===== src/rtl/microsoc_bus_pkg.sv =====
// Shared types and helpers for the core data-port interconnect.
// Field layout of the req/gnt/rvalid data-port protocol.
package microsoc_bus_pkg;

  localparam int DFLT_TARGETS = 2;
  localparam int TGT_IDX_W = $clog2(DFLT_TARGETS + 1);

  typedef struct packed {
    logic        we;
    logic [3:0]  be;
    logic [31:0] addr;
    logic [31:0] wdata;
  } bus_req_t;

  typedef struct packed {
    logic        rvalid;
    logic        err;
    logic [31:0] rdata;
  } bus_rsp_t;

  function automatic int tgt_idx_w(input int n);
    return $clog2(n + 1);
  endfunction

endpackage


===== src/rtl/data_bus_interconnect_fifo.sv =====
// bus_resp_fifo: in-order queue of target indices
// for granted requests that still await a response.
module bus_resp_fifo #(
  parameter int DEPTH = 2,
  parameter int W     = 2,
  parameter int CW    = $clog2(DEPTH + 1)
) (
  input  logic          clk,
  input  logic          rst,
  input  logic          push,
  input  logic          pop,
  input  logic [W-1:0]  din,
  output logic [W-1:0]  head,
  output logic [CW-1:0] count,
  output logic          full,
  output logic          empty
);

  localparam int PW = (DEPTH > 1) ? $clog2(DEPTH) : 1;

  logic [W-1:0]  mem [DEPTH];
  logic [PW-1:0] wr_ptr;
  logic [PW-1:0] rd_ptr;

  function automatic logic [PW-1:0] nxt(input logic [PW-1:0] p);
    return (p == PW'(DEPTH - 1)) ? '0 : p + 1'b1;
  endfunction

  always_ff @(posedge clk) begin
    if (push) mem[wr_ptr] <= din;
  end

  always_ff @(posedge clk) begin
    if (rst) begin
      wr_ptr <= '0;
      rd_ptr <= '0;
      count  <= '0;
    end else begin
      if (push) wr_ptr <= nxt(wr_ptr);
      if (pop)  rd_ptr <= nxt(rd_ptr);
      unique case ({push, pop})
        2'b10:   count <= count + 1'b1;
        2'b01:   count <= count - 1'b1;
        default: ;
      endcase
    end
  end

  assign head  = mem[rd_ptr];
  assign full  = (count == CW'(DEPTH));
  assign empty = (count == '0);

endmodule


===== src/rtl/data_bus_interconnect.sv =====
// 1-master / N-target data-port interconnect with in-order responses.
// Optional decode-error log: define MICROSOC_DECERR_LOG_EN.
module data_bus_interconnect
  import microsoc_bus_pkg::*;
#(
  parameter int NUM_TARGETS     = 2,
  parameter int ADDR_W          = 32,
  parameter int DATA_W          = 32,
  parameter int MAX_OUTSTANDING = 2,
  parameter logic [NUM_TARGETS*ADDR_W-1:0] TARGET_BASE =
    {32'h1000_0000, 32'h0000_0000},
  parameter logic [NUM_TARGETS*ADDR_W-1:0] TARGET_MASK =
    {32'hFFFF_F000, 32'hFFFF_0000}
) (
  input  logic                          clk,
  input  logic                          rst,
  input  logic                          m_req_i,
  output logic                          m_gnt_o,
  output logic                          m_rvalid_o,
  input  logic                          m_we_i,
  input  logic [DATA_W/8-1:0]           m_be_i,
  input  logic [ADDR_W-1:0]             m_addr_i,
  input  logic [DATA_W-1:0]             m_wdata_i,
  output logic [DATA_W-1:0]             m_rdata_o,
  output logic                          m_err_o,
  output logic [NUM_TARGETS-1:0]        s_req_o,
  input  logic [NUM_TARGETS-1:0]        s_gnt_i,
  input  logic [NUM_TARGETS-1:0]        s_rvalid_i,
  input  logic [NUM_TARGETS-1:0]        s_err_i,
  input  logic [NUM_TARGETS*DATA_W-1:0] s_rdata_i,
  output logic                          s_we_o,
  output logic [DATA_W/8-1:0]           s_be_o,
  output logic [ADDR_W-1:0]             s_addr_o,
  output logic [DATA_W-1:0]             s_wdata_o
`ifdef MICROSOC_DECERR_LOG_EN
  ,
  output logic                          err_valid_o,
  output logic [ADDR_W-1:0]             err_addr_o,
  output logic                          err_we_o,
  input  logic                          err_clr_i
`endif
);

  localparam int TW = tgt_idx_w(NUM_TARGETS);
  localparam int CW = $clog2(MAX_OUTSTANDING + 1);
  localparam logic [TW-1:0] DECERR = TW'(NUM_TARGETS);

  logic [TW-1:0] sel;
  logic [TW-1:0] last_tgt;
  logic [TW-1:0] head;
  logic [CW-1:0] count;
  logic          full;
  logic          empty;
  logic          allowed;
  logic          sel_gnt;
  logic          hs;
  logic          decerr_pend;
  logic [NUM_TARGETS-1:0] rsp_ok;

  // Descending scan so the lowest matching index is the last writer.
  always_comb begin
    sel = DECERR;
    for (int i = NUM_TARGETS - 1; i >= 0; i--) begin
      if ((m_addr_i & TARGET_MASK[i*ADDR_W +: ADDR_W]) ==
          TARGET_BASE[i*ADDR_W +: ADDR_W])
        sel = TW'(i);
    end
  end

  assign allowed = m_req_i && !full &&
                   (count == '0 || sel == last_tgt);

  always_comb begin
    s_req_o = '0;
    sel_gnt = 1'b0;
    for (int i = 0; i < NUM_TARGETS; i++) begin
      if (sel == TW'(i)) begin
        s_req_o[i] = allowed;
        sel_gnt    = s_gnt_i[i];
      end
    end
  end

  assign m_gnt_o = allowed && (sel == DECERR || sel_gnt);
  assign hs      = m_req_i && m_gnt_o;

  bus_resp_fifo #(
    .DEPTH (MAX_OUTSTANDING),
    .W     (TW),
    .CW    (CW)
  ) u_fifo (
    .clk   (clk),
    .rst   (rst),
    .push  (hs),
    .pop   (m_rvalid_o),
    .din   (sel),
    .head  (head),
    .count (count),
    .full  (full),
    .empty (empty)
  );

  always_comb begin
    m_rvalid_o = 1'b0;
    m_err_o    = 1'b0;
    m_rdata_o  = '0;
    rsp_ok     = '0;
    if (!empty) begin
      if (head == DECERR) begin
        m_rvalid_o = decerr_pend;
        m_err_o    = decerr_pend;
      end else begin
        for (int i = 0; i < NUM_TARGETS; i++) begin
          if (head == TW'(i)) begin
            rsp_ok[i] = 1'b1;
            if (s_rvalid_i[i]) begin
              m_rvalid_o = 1'b1;
              m_err_o    = s_err_i[i];
              m_rdata_o  = s_rdata_i[i*DATA_W +: DATA_W];
            end
          end
        end
      end
    end
  end

  // A decode error answers on the cycle right after its grant.
  always_ff @(posedge clk) begin
    if (rst) begin
      last_tgt    <= '0;
      decerr_pend <= 1'b0;
    end else begin
      decerr_pend <= hs && (sel == DECERR);
      if (hs) last_tgt <= sel;
    end
  end

  assign s_we_o    = m_we_i;
  assign s_be_o    = m_be_i;
  assign s_addr_o  = m_addr_i;
  assign s_wdata_o = m_wdata_i;

  a_rsp_in_order: assert property (
    @(posedge clk) disable iff (rst)
    (s_rvalid_i & ~rsp_ok) == '0
  );

`ifdef MICROSOC_DECERR_LOG_EN
  logic dec_hs;
  assign dec_hs = hs && (sel == DECERR);

  always_ff @(posedge clk) begin
    if (rst) begin
      err_valid_o <= 1'b0;
      err_addr_o  <= '0;
      err_we_o    <= 1'b0;
    end else if (dec_hs && (!err_valid_o || err_clr_i)) begin
      err_valid_o <= 1'b1;
      err_addr_o  <= m_addr_i;
      err_we_o    <= m_we_i;
    end else if (err_clr_i) begin
      err_valid_o <= 1'b0;
    end
  end
`endif

endmodule

===== config.mk =====
export PLATFORM = sky130hd
export DESIGN_NAME = data_bus_interconnect
export DESIGN_NICKNAME = d
export VERILOG_FILES = /design/src/rtl/microsoc_bus_pkg.sv /design/src/rtl/data_bus_interconnect_fifo.sv /design/src/rtl/data_bus_interconnect.sv
export SDC_FILE = /design/constraint.sdc
export NUM_CORES = 1
export LEC_CHECK = 0
export CAP_MARGIN = 10
export CORE_ASPECT_RATIO = 0.6
export CORE_MARGIN = 10
export CORE_UTILIZATION = 26
export CTS_CLUSTER_DIAMETER = 30
export DETAILED_ROUTE_END_ITERATION = 6
export MAX_ROUTING_LAYER = met4
export PLACE_DENSITY = 0.89
export SLEW_MARGIN = 20
export SYNTH_ARGS = -nofsm -noshare
export SYNTH_HDL_FRONTEND = slang
export SYNTH_HIERARCHICAL = 1
export SYNTH_SLANG_ARGS = --single-unit

===== constraint.sdc =====
create_clock -name clk -period 7.8 [get_ports clk]
set_clock_uncertainty 0.05 [all_clocks]
set_input_delay 1.56 -clock clk [delete_from_list [all_inputs] [get_ports clk]]
set_output_delay 1.56 -clock clk [all_outputs]
set_load 0.02 [all_outputs]

Word level (Yosys, flattened, before mapping) --
Memories as Yosys holds them, arrays and structs flattened. A register that Yosys moved wholly into a read port is not among the register bits. Cells that the tools add are included.
Word-level totals: bits of input ports 142, memories 1, bits in writable memories 4, bits in registers 7, output and inout port bits 106, logic and storage cells 63
Operators by class: eq/ne operators 9, reductions and logical operators 13, $add $sub $neg 4, multiplexer cells 31
Memories:
- u_fifo.mem | depth 2, bits a word 2, rd ports 1, clocked after memory_dff 1, wr ports 1, RTL line data_bus_interconnect_fifo.sv:21 | logic [W-1:0] mem [DEPTH];
Operator list (number):
- 32-bit 2-to-1 mux | 6
- 32-bit zero test | 1
- 1-bit 2-to-1 mux | 22
- 20-bit by 17-bit equality test with 1-bit output (second input constant) | 1
- 2-bit equality test (second input constant) | 4
- 2-bit by 1-bit equality test with 1-bit output (second input constant) | 3
- 2-bit zero test | 3
- 1-bit logical AND | 5
- 2-bit 2-to-1 mux | 2
- 2-bit case mux with 2 select lines | 1
- 1-bit adder (second input constant) | 2
- 2-bit by 1-bit adder with 2-bit output (second input constant) | 1
- 2-bit equality test | 1
- 1-bit logical OR | 2
- 2-bit nonzero test | 1
- 2-bit by 1-bit subtractor with 2-bit output (second input constant) | 1
- 1-bit zero test | 1

Longest topological paths before layout --
depth after elaboration 11, depth in mapped cells 10, depth with buffers taken out 10

Modules after synthesis --
Netlist, hierarchy kept.
By module, submodules not included:
- data_bus_interconnect | times used 1, sequential area each 60.1 sq um, cells an instance 197, area an instance 1331.3 sq um
- bus_resp_fifo | times used 1, sequential area each 220.2 sq um, cells an instance 28, area an instance 347.8 sq um

Worst setup path after synthesis --
Ideal clock, no wire load.
kind input -> output, start in m_addr_i[22], end out s_req_o[0], data arrival time 2.965 ns, stages on the path 4, slack 3.225 ns, path buffers 0, required time 6.190 ns, cell sequence nor4_2 > nand4_2 > o32a_4 > nor3_1
On the way: word-level cells in the longest chain between the ends 7, elaborated cells between the ends (all ways) 9, those cells by class eq/ne (2); mux (3); reduce/logical (4)
RTL lines:
- start, declared | RTL line data_bus_interconnect.sv:22 | input logic [ADDR_W-1:0] m_addr_i,
- 20-bit by 17-bit equality test with 1-bit output | RTL line data_bus_interconnect.sv:64 | if ((m_addr_i & TARGET_MASK[i*ADDR_W +: ADDR_W]) ==
- 2-bit 2-to-1 mux | RTL line data_bus_interconnect.sv:64
- 2-bit 2-to-1 mux (*) | RTL line data_bus_interconnect.sv:64
- 2-bit equality test | RTL line data_bus_interconnect.sv:71 | (count == '0 || sel == last_tgt);
- 1-bit logical OR | RTL line data_bus_interconnect.sv:71
- 1-bit logical AND | RTL line data_bus_interconnect.sv:70 | assign allowed = m_req_i && !full &&
- 1-bit 2-to-1 mux (*) | RTL line data_bus_interconnect.sv:77 | if (sel == TW'(i)) begin
- end, declared | RTL line data_bus_interconnect.sv:26 | output logic [NUM_TARGETS-1:0] s_req_o,
Mark *: on every way between the ends. The rest lies on a longest branch, timed or not.

Final worst setup path --
start in s_rvalid_i[0], end out m_rdata_o[30]
On the way: word-level cells in the longest chain between the ends 6
RTL lines:
- start, declared | RTL line data_bus_interconnect.sv:28 | input logic [NUM_TARGETS-1:0] s_rvalid_i,
- 32-bit 2-to-1 mux (*) | RTL line data_bus_interconnect.sv:116 | if (s_rvalid_i[i]) begin
- 32-bit 2-to-1 mux (*) | RTL line data_bus_interconnect.sv:114 | if (head == TW'(i)) begin
- 32-bit 2-to-1 mux | RTL line data_bus_interconnect.sv:116
- 32-bit 2-to-1 mux (*) | RTL line data_bus_interconnect.sv:114
- 32-bit 2-to-1 mux (*) | RTL line data_bus_interconnect.sv:109 | if (head == DECERR) begin
- 32-bit 2-to-1 mux (*) | RTL line data_bus_interconnect.sv:108 | if (!empty) begin
- end, declared | RTL line data_bus_interconnect.sv:24 | output logic [DATA_W-1:0] m_rdata_o,
Marks and branches as above.

==> key figures <==
Power
  – VDD IR max: ~0.000052 V
  – Final Power: 0.3442 mW
  – Combinational share of power: 56.4%
  – Leak Pwr: 0.8929 nW
  – Pwr/cell area: ~120 nW/um2
  – Sw Pwr: 0.1277 mW
  – Sw frac: between 30% and 40%
  – Clock power share: 16.4%
  – Pint: 0.2165 mW
  – Sequential share of power: 27.2%

Floorplanning
  – Die width: 123.7 um
  – IO Count: 248
  – Initial core utilization: 27.11%
  – Die height: just over 80 um
  – Row count: 22
  – Area of the die: 10180 um2
  – Core area: 6193 um2

STA
  – RSZ-0062 raised after global routing: no
  – Relative slew margins: 29.40%
  – Setup TNS: 0 ps
  – Final Hold Vio Count: 0
  – Max-slew violations: 0
  – Achievable frequency: 176.8 MHz
  – Tmin final: 5656 ps
  – Final Cycle Share: 72.51%
  – Final Setup Violations: 0
  – Worst Tran Pin Value: 1059 ps
  – Worst Slack Setup Final: about 2100 ps

Clock tree
  – Longest Clk Path Bufs: 2
  – Post-CTS Setup Inserts: 0
  – Clk root buf: clkbuf_8
  – CTS tree: yes
  – CTS Hold Bufs: 0
  – CTS Buf Count: 3
  – Htree depth: 1
  – Clock slew at reported path FFs: 50 ps
  – Post-cts sizing count: 0
  – Clock Sinks: 12
  – Clk_lat worst skew: approximately 240 ps

Yosys
  – Synth Area per Inst: 7.463 um2
  – Yosys Warn Count: 6
  – Synth area leader: buf_4
  – Number of synthesized register bits: 12
  – Synth top area cells: buf_4 31%, a22oi_1 15%, nor2_1 11%, dfxtp_1 9.5%, edfxtp_1 7.2%
  – Seq/Total Area, Yosys: 16.69%
  – Distinct cells, synth: 36
  – Synthesized Nets: around 370
  – Synthesized area: 1679 um2
  – Post-synth top area share: 30.85%
  – Gate count of the mapped netlist: 225

Place
  – Dpl hpwl: ~6400 um
  – Pre-CTS setup slack: 2143 ps
  – GP Congestion: 0.8753
  – Buffers on Ports: about 150

Finish
  – Synthesis-to-finish area growth: 65.95%
  – Final #Nets: 444
  – Commonest non-fill, non-tap cell in the layout: clkdlybuf4s50_1
  – Multi-input gate area: ~830 um2
  – Fin util: 44.99%
  – Most frequent cells in the layout: 149 x clkdlybuf4s50_1, 48 x nor2_1, 33 x a22oi_1
  – Diodes inserted: 0
  – FF+latch area: 280.3 um2
  – Layout cell share with drive strength beyond 1: 6.333%
  – Fill cells: 606

Routing
  – Vias: roughly 1800
  – Initial drt markers: 98
  – Final wirelength: 7366 um
  – DRC: 0
  – Post-DR wirelength/cell: 19.18 um
  – Post-DRT Antenna Nets: 0
  – Via density: between 4 and 5
  – DR pass1 iterations: 4

Worst setup path
  – Worst path required time: ~6200 ps
  – Crit Path Max Fanout: 21
  – Startpoint Class: input pin
  – Critical path class: in2out
  – Worst EP arrival: between 4000 and 5000 ps
  – CP Capture Type: output port

Global routing
  – GRT Util Overall: 13.81%
  – Initial antenna violation count: 0
  – Global-route wire length before repair: 10650 um
  – Largest net degree at the start of global routing: 33
  – GR Overflow Total: 0
  – Number of global-route vias before repair: 1874

Hold path
  – Hold crit path type: reg2reg

Job
  – Max cap viols: 0

Outcome
  – Status: completed
==> final timing paths <==
path / from / endpoint / slack, ps / depth (start not counted)
setup / recovery: s_rvalid_i[0] / m_rdata_o[30] / 2140 / 6
hold / removal: u_fifo/rd_ptr / register / 460 / 2
setup reg to reg: u_fifo/count[0] / u_fifo/count[1] / 5210 / 9
hold reg to reg: u_fifo/rd_ptr / register / 460 / 2
==> kinds of logic after synthesis <==
family / after synthesis / share of synthesized area (%)
AND/OR/NAND/NOR: 73 / 21.76
flip-flops: 12 / 16.69
buffers and inverters: 85 / 34.43
multiplexers: 5 / 3.726
adder cells (fa/ha/maj): 1 / 0.7450
AO/OA/AOI/OAI: 45 / 20.57
XOR/XNOR: 4 / 2.087
==> routing by layer <==
layer	part of all wire [%]	routed length (um)	up-vias	global-route usage, %
met5	0	0	-	-
met3	11	793	10	6.030
met2	50	3692	97	22.71
met1	38	2801	791	15.19
li1	-	-	863	-
met4	1.1	78	0	3.472
==> power by group through the flow <==
stage               clock network [mW]  logic (mW)  registers (mW)
floorplan                            0       0.150          0.0911
global placement                     0       0.191          0.0932
detailed placement                   0       0.196          0.0944
CTS                             0.0587       0.197          0.0934
global route                    0.0607       0.211          0.0956
finish                          0.0566       0.194          0.0935
==> through the flow <==
step | cells | area, um2 | hold WS [ps]
after CTS | 384 | 2786 | 467.7
after global routing | 384 | 2786 | 488.6
after detailed placement | 380 | 2741 | 451.2
after floorplan | 225 | 1679 | 424.6
after global placement | 380 | 2741 | 446.5
final | 384 | 2786 | 461.7
==> area by class of cell <==
cell class	instances	area share [%]
Timing Repair Buffer	151	54.06
Multi-Input combinational cell	128	29.82
Sequential cell	12	10.06
Tap cell	84	3.772
Clock buffer	3	1.482
Inverter	5	0.6736
Clock inverter	1	0.1347
==> worst max-delay path, stage by stage <==
cell and delay (ps):
clkdlybuf4s50_1 510, nor3b_2 680, buf_4 380, a22oi_1 130, nor2_1 130, clkdlybuf4s50_1 640
==> registers in the layout (all words and copies together) (netlist names), named ones only <==
| name | count |
|---|---|
| decerr_pend | 1 |
| last_tgt | 2 |
| u_fifo/count | 2 |
| u_fifo/mem | 4 |
| u_fifo/rd_ptr | 1 |
| u_fifo/wr_ptr | 1 |
==> Yosys cell counts (all sizes together) <==
| cell type | n |
|---|---|
| buf | 70 |
| nor2 | 48 |
| a22oi | 33 |
| clkbuf | 10 |
| dfxtp | 8 |
| a21oi | 5 |
| inv | 5 |
| edfxtp | 4 |
| mux2 | 4 |
| nor3 | 4 |
| nor4 | 4 |
| and2 | 3 |
| nand2 | 3 |
| xnor2 | 3 |
| a31oi | 2 |
| nand2b | 2 |
| nand4 | 2 |
| nor2b | 2 |
| nor3b | 2 |
| o21ai | 2 |
| a21o | 1 |
| a41oi | 1 |
| and2b | 1 |
| ha | 1 |
| mux2i | 1 |
| o32a | 1 |
| or3 | 1 |
| or4 | 1 |
| xor2 | 1 |
No activity file was read; power rests on OpenSTA's default activity.
